$ cat config.mk
export PLATFORM = sky130hd
export DESIGN_NAME = io_serial_port
export DESIGN_NICKNAME = d
export VERILOG_FILES = /design/src/rtl/io_serial_port.sv
export SDC_FILE = /design/constraint.sdc
export NUM_CORES = 1
export LEC_CHECK = 0
export ABC_AREA = 1
export BUFFER_PORTS_ARGS = -buffer_cell sky130_fd_sc_hd__buf_2
export CAP_MARGIN = 20
export CORE_MARGIN = 2
export CORE_UTILIZATION = 60
export DETAILED_ROUTE_END_ITERATION = 12
export PLACE_DENSITY = 0.79
export SLEW_MARGIN = 20
export SYNTH_ARGS = -nofsm -noshare
export SYNTH_HDL_FRONTEND = slang
export SYNTH_SLANG_ARGS = --single-unit
export TNS_END_PERCENT = 100
$ cat constraint.sdc
create_clock -name clk -period 2.75 [get_ports clk]
set_input_delay 0.4125 -clock clk [delete_from_list [all_inputs] [get_ports clk]]
set_output_delay 0.4125 -clock clk [all_outputs]
set_load 0.02 [all_outputs]
$ cat src/rtl/io_serial_port.sv
`default_nettype none
// ============================================================================
// Module   : io_serial_port
// Purpose  : Serial I/O peripheral on the processor I/O lines. Every change
//            of outputLine is queued in a small TX FIFO and sent as an 18-bit
//            frame (start, 16 data bits LSB first, stop) on tx. Frames of
//            the same format received on rx update inputLine.
// Ports    : clk        - processor single-rate clock, posedge
//            rst        - synchronous reset, active low
//            outputLine - processor output word, sampled every cycle
//            inputLine  - last correctly received word
//            tx / rx    - serial lines, idle high (rx is asynchronous)
//            tx_busy    - frame in flight or FIFO non-empty
//            fifo_full  - TX FIFO holds FIFO_DEPTH entries
//            overflow   - sticky, a push was dropped
//            rx_valid   - one-cycle pulse when inputLine updates
//            frame_err  - sticky, a received frame had a bad stop bit
// Revision : 1.0 - initial release
// ============================================================================
module io_serial_port #(
    parameter int CLKS_PER_BIT = 16,
    parameter int FIFO_DEPTH   = 4
) (
    input  logic        clk,
    input  logic        rst,
    input  logic [15:0] outputLine,
    output logic [15:0] inputLine,
    output logic        tx,
    input  logic        rx,
    output logic        tx_busy,
    output logic        fifo_full,
    output logic        overflow,
    output logic        rx_valid,
    output logic        frame_err
);

    localparam int BAUD_W = $clog2(CLKS_PER_BIT);
    localparam int PTR_W  = $clog2(FIFO_DEPTH);
    localparam int CNT_W  = PTR_W + 1;

    localparam logic [BAUD_W-1:0] c_baud_last = BAUD_W'(CLKS_PER_BIT - 1);
    localparam logic [BAUD_W-1:0] c_baud_half = BAUD_W'(CLKS_PER_BIT / 2 - 1);
    localparam logic [BAUD_W-1:0] c_baud_one  = BAUD_W'(1);
    localparam logic [PTR_W-1:0]  c_ptr_one   = PTR_W'(1);
    localparam logic [CNT_W-1:0]  c_cnt_one   = CNT_W'(1);
    localparam logic [CNT_W-1:0]  c_cnt_full  = CNT_W'(FIFO_DEPTH);
    localparam logic [4:0]        c_bit_last  = 5'd15;

    typedef enum logic [1:0] {TX_IDLE, TX_START, TX_DATA, TX_STOP} tx_state_t;
    typedef enum logic [1:0] {RX_IDLE, RX_START, RX_DATA, RX_STOP} rx_state_t;

    // ------------------------------------------------------------------
    // Change detect and TX FIFO
    // ------------------------------------------------------------------
    logic [15:0]      prev_q;
    logic [15:0]      mem_q [FIFO_DEPTH];
    logic [15:0]      mem_d [FIFO_DEPTH];
    logic [PTR_W-1:0] wr_ptr_q, wr_ptr_d;
    logic [PTR_W-1:0] rd_ptr_q, rd_ptr_d;
    logic [CNT_W-1:0] count_q, count_d;
    logic             overflow_q, overflow_d;

    logic             push_req;
    logic             push_ok;
    logic             pop;
    logic             fifo_empty;
    logic             full;

    tx_state_t        tx_state_q, tx_state_d;

    always_comb begin
        push_req   = (outputLine != prev_q);
        fifo_empty = (count_q == '0);
        full       = (count_q == c_cnt_full);
        // The transmitter only pops from idle, so a pop never hits an empty FIFO.
        pop        = (tx_state_q == TX_IDLE) && !fifo_empty;
        // A simultaneous pop frees the slot this push needs, even when full.
        push_ok    = push_req && (!full || pop);

        mem_d      = mem_q;
        wr_ptr_d   = wr_ptr_q;
        rd_ptr_d   = rd_ptr_q;
        count_d    = count_q;
        overflow_d = overflow_q | (push_req && full && !pop);

        if (push_ok) begin
            mem_d[wr_ptr_q] = outputLine;
            wr_ptr_d        = wr_ptr_q + c_ptr_one;
        end
        if (pop) begin
            rd_ptr_d = rd_ptr_q + c_ptr_one;
        end
        case ({push_ok, pop})
            2'b10:   count_d = count_q + c_cnt_one;
            2'b01:   count_d = count_q - c_cnt_one;
            default: count_d = count_q;
        endcase
    end

    always_ff @(posedge clk) begin
        if (!rst) begin
            prev_q     <= '0;
            wr_ptr_q   <= '0;
            rd_ptr_q   <= '0;
            count_q    <= '0;
            overflow_q <= 1'b0;
        end else begin
            prev_q     <= outputLine;
            wr_ptr_q   <= wr_ptr_d;
            rd_ptr_q   <= rd_ptr_d;
            count_q    <= count_d;
            overflow_q <= overflow_d;
        end
    end

    // Storage needs no reset: entries are only read after being written.
    always_ff @(posedge clk) begin
        mem_q <= mem_d;
    end

    // ------------------------------------------------------------------
    // TX FSM. tx is registered from the current state, so the line lags
    // the state by one cycle and never glitches.
    // ------------------------------------------------------------------
    logic [15:0]       tx_shift_q, tx_shift_d;
    logic [BAUD_W-1:0] tx_baud_q, tx_baud_d;
    logic [4:0]        tx_bit_q, tx_bit_d;
    logic              tx_q, tx_d;

    always_comb begin
        tx_state_d = tx_state_q;
        tx_shift_d = tx_shift_q;
        tx_baud_d  = tx_baud_q;
        tx_bit_d   = tx_bit_q;
        tx_d       = 1'b1;

        case (tx_state_q)
            TX_IDLE: begin
                if (!fifo_empty) begin
                    tx_shift_d = mem_q[rd_ptr_q];
                    tx_baud_d  = '0;
                    tx_state_d = TX_START;
                end
            end
            TX_START: begin
                tx_d = 1'b0;
                if (tx_baud_q == c_baud_last) begin
                    tx_baud_d  = '0;
                    tx_bit_d   = '0;
                    tx_state_d = TX_DATA;
                end else begin
                    tx_baud_d = tx_baud_q + c_baud_one;
                end
            end
            TX_DATA: begin
                tx_d = tx_shift_q[0];
                if (tx_baud_q == c_baud_last) begin
                    tx_baud_d  = '0;
                    tx_shift_d = {1'b0, tx_shift_q[15:1]};
                    if (tx_bit_q == c_bit_last) begin
                        tx_state_d = TX_STOP;
                    end else begin
                        tx_bit_d = tx_bit_q + 5'd1;
                    end
                end else begin
                    tx_baud_d = tx_baud_q + c_baud_one;
                end
            end
            TX_STOP: begin
                tx_d = 1'b1;
                if (tx_baud_q == c_baud_last) begin
                    tx_baud_d  = '0;
                    tx_state_d = TX_IDLE;
                end else begin
                    tx_baud_d = tx_baud_q + c_baud_one;
                end
            end
            default: tx_state_d = TX_IDLE;
        endcase
    end

    always_ff @(posedge clk) begin
        if (!rst) begin
            tx_state_q <= TX_IDLE;
            tx_shift_q <= '0;
            tx_baud_q  <= '0;
            tx_bit_q   <= '0;
            tx_q       <= 1'b1;
        end else begin
            tx_state_q <= tx_state_d;
            tx_shift_q <= tx_shift_d;
            tx_baud_q  <= tx_baud_d;
            tx_bit_q   <= tx_bit_d;
            tx_q       <= tx_d;
        end
    end

    // ------------------------------------------------------------------
    // RX: two-flop synchronizer followed by a mid-bit sampling FSM
    // ------------------------------------------------------------------
    logic              rx_meta_q, rx_s_q;
    rx_state_t         rx_state_q, rx_state_d;
    logic [15:0]       rx_shift_q, rx_shift_d;
    logic [BAUD_W-1:0] rx_baud_q, rx_baud_d;
    logic [4:0]        rx_bit_q, rx_bit_d;
    logic [15:0]       input_line_q, input_line_d;
    logic              rx_valid_q, rx_valid_d;
    logic              frame_err_q, frame_err_d;

    always_comb begin
        rx_state_d   = rx_state_q;
        rx_shift_d   = rx_shift_q;
        rx_baud_d    = rx_baud_q;
        rx_bit_d     = rx_bit_q;
        input_line_d = input_line_q;
        rx_valid_d   = 1'b0;
        frame_err_d  = frame_err_q;

        case (rx_state_q)
            RX_IDLE: begin
                if (!rx_s_q) begin
                    rx_baud_d  = '0;
                    rx_state_d = RX_START;
                end
            end
            RX_START: begin
                // Half a bit in: still low means a real start bit,
                // anything else is a glitch and is silently ignored.
                if (rx_baud_q == c_baud_half) begin
                    rx_baud_d  = '0;
                    rx_bit_d   = '0;
                    rx_state_d = rx_s_q ? RX_IDLE : RX_DATA;
                end else begin
                    rx_baud_d = rx_baud_q + c_baud_one;
                end
            end
            RX_DATA: begin
                if (rx_baud_q == c_baud_last) begin
                    rx_baud_d  = '0;
                    rx_shift_d = {rx_s_q, rx_shift_q[15:1]};
                    if (rx_bit_q == c_bit_last) begin
                        rx_state_d = RX_STOP;
                    end else begin
                        rx_bit_d = rx_bit_q + 5'd1;
                    end
                end else begin
                    rx_baud_d = rx_baud_q + c_baud_one;
                end
            end
            RX_STOP: begin
                if (rx_baud_q == c_baud_last) begin
                    rx_baud_d  = '0;
                    rx_state_d = RX_IDLE;
                    if (rx_s_q) begin
                        input_line_d = rx_shift_q;
                        rx_valid_d   = 1'b1;
                    end else begin
                        frame_err_d = 1'b1;
                    end
                end else begin
                    rx_baud_d = rx_baud_q + c_baud_one;
                end
            end
            default: rx_state_d = RX_IDLE;
        endcase
    end

    always_ff @(posedge clk) begin
        if (!rst) begin
            rx_meta_q    <= 1'b1;
            rx_s_q       <= 1'b1;
            rx_state_q   <= RX_IDLE;
            rx_shift_q   <= '0;
            rx_baud_q    <= '0;
            rx_bit_q     <= '0;
            input_line_q <= '0;
            rx_valid_q   <= 1'b0;
            frame_err_q  <= 1'b0;
        end else begin
            rx_meta_q    <= rx;
            rx_s_q       <= rx_meta_q;
            rx_state_q   <= rx_state_d;
            rx_shift_q   <= rx_shift_d;
            rx_baud_q    <= rx_baud_d;
            rx_bit_q     <= rx_bit_d;
            input_line_q <= input_line_d;
            rx_valid_q   <= rx_valid_d;
            frame_err_q  <= frame_err_d;
        end
    end

    // ------------------------------------------------------------------
    // Outputs
    // ------------------------------------------------------------------
    assign tx        = tx_q;
    assign tx_busy   = (tx_state_q != TX_IDLE) || !fifo_empty;
    assign fifo_full = full;
    assign overflow  = overflow_q;
    assign inputLine = input_line_q;
    assign rx_valid  = rx_valid_q;
    assign frame_err = frame_err_q;

endmodule
`default_nettype wire

-- Word level (Yosys, flattened, before mapping)
Cells that the tools add are included.
- register bits after elaboration: 163
- word-level logic and storage cells: 134
- add/subtract/negate cells: 8
- order comparisons: 3
- equal/unequal tests: 27
- mux-type cells: 40
- bitwise logic cells: 4
- reduce and logical (&&, ||, !) cells: 29
- operators with widths (kind ; number):
    $mux W16 ; 5
    $bwmux W64 ; 1
    $bmux W16 S2 ; 1
    $demux W16 S2 ; 1
    $pmux W16 S2 ; 1
    $mux W5 ; 6
    $ne A2 B2 Y1 const B ; 12
    $mux W2 ; 11
    $mux W4 ; 5
    $pmux W5 S2 ; 2
    $ne A16 B16 Y1 ; 1
    $pmux W2 S4 ; 2
    $pmux W4 S3 ; 1
    $reduce_and A3 Y1 ; 4
    $add A5 B1 Y5 const B ; 2
    $eq A2 B2 Y1 const B ; 5
    $eq A5 B4 Y1 const B ; 2
    $reduce_and A5 Y1 ; 2
    $reduce_bool A2 Y1 ; 5
    $add A4 B1 Y4 const B ; 2
    $eq A4 B4 Y1 const B ; 2
    $pmux W4 S2 ; 1
    $reduce_and A4 Y1 ; 2
    $eq A2 B1 Y1 const B ; 3
    21 further kinds ; 32

-- Logic depth before layout (Yosys ltp)
- depth after elaboration: 7
- gate-level depth with buffers: 15

-- Worst setup path after synthesis
Ideal clock, no wire load.
- path type: flip-flop to flip-flop
- from: reg tx_state_q[0]
- to: reg count_q[2]
- setup time: 0.122 ns
- data arrival time: 2.001 ns
- required time: 2.628 ns
- path slack: 0.627 ns
- stages on the path, launching flop included: 13
- buffers on the path: 0
- clock period less this slack: 2.123 ns
- cells stage by stage: dfxtp_1 inv_1 ha_1 nor2_1 inv_1 nand2_1 ha_1 inv_1 fa_1 a21oi_1 o21ai_0 o21ai_0 a21oi_1
- word-level cells in the longest chain between the ends: 6
- elaborated cells on any way between the ends: 8
- ends and longest elaborated chain (what ; line ; text):
    start: declaration ; 69 ; tx_state_t tx_state_q, tx_state_d;
    start signal: assignment ; 190 ; tx_state_q <= tx_state_d;
    $logic_not A2 Y1 (*) ; 76 ; pop = (tx_state_q == TX_IDLE) && !fifo_empty;
    $logic_and A1 B1 Y1 (*) ; 76 ;
    $logic_or A1 B1 Y1 ; 78 ; push_ok = push_req && (!full || pop);
    $logic_and A1 B1 Y1 ; 78 ;
    $eq A2 B1 Y1 or $eq A2 B2 Y1 (tied branches) ; 93 ; case ({push_ok, pop})
    $pmux W3 S2 or $reduce_bool A2 Y1 (tied branches) ; n/a ;
    end signal: assignment ; 111 ; count_q <= count_d;
    end: declaration ; 60 ; logic [CNT_W-1:0] count_q, count_d;
Mark *: on every way between the ends. The rest lies on a longest branch, timed or not.
A chain may end at the register's enable or synchronous reset.

-- Final worst setup path
Same ends and word-level chain as after synthesis.

==> summary.md <==
| Metric | Value |
|---|---|
| Diode count | 0 |
| First-pass GRT wire length | between 20 and 25 mm |
| Final setup TNS | 0 ns |
| Combinational share of power | 24.5% |
| Crit. End Element | register |
| # hold bufs at CTS | 0 |
| Final Instance Area | 7592 um^2 |
| Commonest cells post-synth | nor2_1, nand2_1, dfxtp_1, o21ai_0, inv_1 |
| Antenna violations before repair | 0 |
| Die width | 110.3 um |
| Filler cells | 855 |
| Layout cells sized above 1 | 11.35% |
| CTS buffer count | 17 |
| Final Hold Viols | 0 |
| Max cap viols | 0 |
| Avg WL per Cell | roughly 13 um |
| Placed instance area | around 7100 um^2 |
| Slew HR | approximately 37% |
| Largest net degree at the start of global routing | 46 |
| Worst-path fanout max | 5 |
| Area of the multi-input gates | 2387 um^2 |
| Lkg Pwr | 3.298 nW |
| Leading area contributor after synthesis | dfxtp_1 |
| 1st-iter DRT viols | 315 |
| Drt total wl | 12.95 mm |
| Seq cells post-synth | 163 |
| Sw Share | 31.76% |
| Synth cell types | 35 |
| Via density per instance | 5.236 |
| Syn Std Cell Area | 6774 um^2 |
| Critical Path Start | tx_state_q[0] |
| Startpoint Class | register |
| Core Area | 10940 um^2 |
| Critical Path AT | 2.72 ns |
| Worst hold start | rx |
| H-tree depth | 4 |
| RSZ-0062 raised after global routing | false |
| Status | finished, final reports clean |
| CTS tree | done |
| VDD IR-drop max | 0.6548 mV |
| Total power | 6.721 mW |
| Synthesis-to-layout area growth | 12.08% |
| Remaining global-route overflow | 0 |
| Die area | 12160 um^2 |
| Hpwl dp | 8.320 mm |
| Final setup margin | around 0.35 ns |
| Pwr Density | approximately 900 nW/um^2 |
| Hold Crit Class | input pin to register |
| Critical path required time | 3.06 ns |
| Max Slew Vio Count | 0 |
| Routed Antenna Nets | 0 |
| Area share of the largest cell type after synthesis | 29.26% |
| Clk sinks | ~160 |
| CTS Root Buffer Type | clkbuf_16 |
| Total track usage | roughly 23% |
| Syn_nets | a little over 800 |
| Setup Fix Bufs, Post-CTS | 0 |
| Die height | between 100 and 150 um |
| DR DRC count | 0 |
| Initial Utilization | approximately three fifths |
| Iteration count of the initial detailed-routing pass | 5 |
| Vias in the first global route | 4768 |
| # setup viols final | 0 |
| Clock Path Buffers | 2 |
| Flop pwr share | between 40% and 50% |
| Fmax | 416.1 MHz |
| Int Power | ~4.6 mW |
| GPL Wtd Cong | 0.7818 |
| Count leader, synth | nor2_1 |
| Top Ports | 41 |
| Reg area | 3904 um^2 |
| Clock power frac | a little under a third |
| FP Rows | 38 |
| Worst R2R Start | tx_state_q[0] |
| Via count | ~5000 |
| Worst skew pair latency | approximately 0.43 ns |
| Cts repair resizes | 0 |
| Main area contributors after synthesis | dfxtp_1, edfxtp_1, nor2_1, o21ai_0, nand2_1 |
| Final nets | 851 |
| Sequential area share after synthesis | 57.63% |
| Worst-Margin Slew | 0.9420 ns |
| Sw Pwr | about 2.1 mW |
| Mapped Avg Cell Area | approximately 8.7 um^2 |
| Ys Warns | 0 |
| Final setup skew | ~0.011 ns |
| Reg clk slew, reported paths | 0.06 ns |
| Ys flop type | dfxtp_1 |
| DP Worst Slack | around 0.17 ns |
| Number of flops mapped to enable cells by yosys | 64 |
| Post-Syn Instances | 778 |
| CP Class | register to register |
| Final worst path period need | 2.403 ns |
| Port Buf Inserts | 40 |
| Final period util | 87.38% |
| Async SR Flop Fraction | 0% |
metrics by stage:
stage / cells / util [%] / hold slack (ns)
5_1_grt: 968 / 69.43 / 0.1753
2_1_floorplan: 778 / - / 0.3925
6_report: 968 / 69.43 / 0.1773
3_3_place_gp: 936 / 64.57 / 0.4034
3_5_place_dp: 936 / 64.57 / 0.4360
4_1_cts: 968 / 69.43 / 0.1613
cells in the final DEF, fill, tap and decap left out, types with 2 or more instances in the layout:
cell | Yosys | final
inv_2 | 4 | 4
inv_1 | 83 | 83
nand2_2 | 4 | 4
a21oi_1 | 38 | 38
edfxtp_1 | 64 | 64
a21oi_4 | 2 | 2
clkinv_2 | 0 | 4
buf_4 | 3 | 9
dfxtp_1 | 99 | 99
o21ai_0 | 98 | 98
clkinv_4 | 0 | 2
o22ai_1 | 16 | 16
nand2_1 | 120 | 120
nor3_1 | 4 | 4
ha_1 | 16 | 16
o211a_1 | 2 | 2
clkbuf_16 | 0 | 17
nor2_1 | 163 | 163
buf_2 | 10 | 40
or2_2 | 3 | 3
nand3_1 | 12 | 12
clkbuf_1 | 15 | 6
o21ai_1 | 6 | 6
kinds of logic (layout without fill, tap and decap cells):
family | count (synthesis) | after routing | share of synthesized area (%)
adders and majority gates | 17 | 17 | 3.251
and+or+nand+nor | 313 | 313 | 18.66
buffers and inverters | 118 | 168 | 7.129
xor gates and xnor gates | 1 | 1 | 0.1293
AOI/OAI and AO/OA | 166 | 166 | 13.21
DFF | 163 | 163 | 57.63
registers in the layout (all words and copies together) (netlist names), 2 cells and up, named ones only:
| register | cells |
|---|---|
| count_q | 3 |
| tx_shift_q | 16 |
| rx_bit_q | 5 |
| wr_ptr_q | 2 |
| tx_baud_q | 4 |
| tx_state_q | 2 |
| rx_baud_q | 4 |
| rx_shift_q | 16 |
| tx_bit_q | 5 |
| mem_q | 64 |
| rd_ptr_q | 2 |
| prev_q | 16 |
| inputLine | 16 |
final timing paths:
check	end	slack, ns	cells past startpoint
hold reg to reg	rx_s_q	0.44	1
hold / removal	rx_meta_q	0.18	2
setup reg to reg	count_q[2]	0.35	12
setup / recovery	count_q[2]	0.35	12
worst max-delay path, stage by stage (launching register included):
cell,delay [ns]
dfxtp_1,0.37
inv_1,0.10
ha_1,0.28
nor2_1,0.20
inv_1,0.12
nand2_1,0.17
ha_1,0.16
inv_1,0.06
fa_1,0.37
a21oi_1,0.14
o21ai_0,0.11
o21ai_0,0.16
a21oi_1,0.05
per-layer routing:
layer,vias to the layer above,global-route usage (%),share of wire (%)
li1,2610,-,-
met1,2335,25.86,44
met2,101,40.75,50
met3,22,7.113,4.8
met4,0,9.732,1.8
met5,-,0,0
layout make-up:
class | instances | share of cell area [%]
tap | 140 | 2.307
timing repair buffer | 49 | 3.527
sequential | 163 | 51.42
inverter | 87 | 4.301
clock inverter | 9 | 1.104
clock buffer | 23 | 5.900
multi-input combinational | 497 | 31.44
power by group through the flow:
| stage | registers, mW | logic, mW | clock network, mW |
|---|---|---|---|
| 6_report | 2.95 | 1.64 | 2.13 |
| 5_1_grt | 2.98 | 1.86 | 2.25 |
| 4_1_cts | 2.95 | 1.63 | 2.17 |
| 3_5_place_dp | 2.99 | 1.61 | 0 |
| 3_3_place_gp | 2.98 | 1.55 | 0 |
| 2_1_floorplan | 2.97 | 1.28 | 0 |
Power figures use the tool's default switching activity.
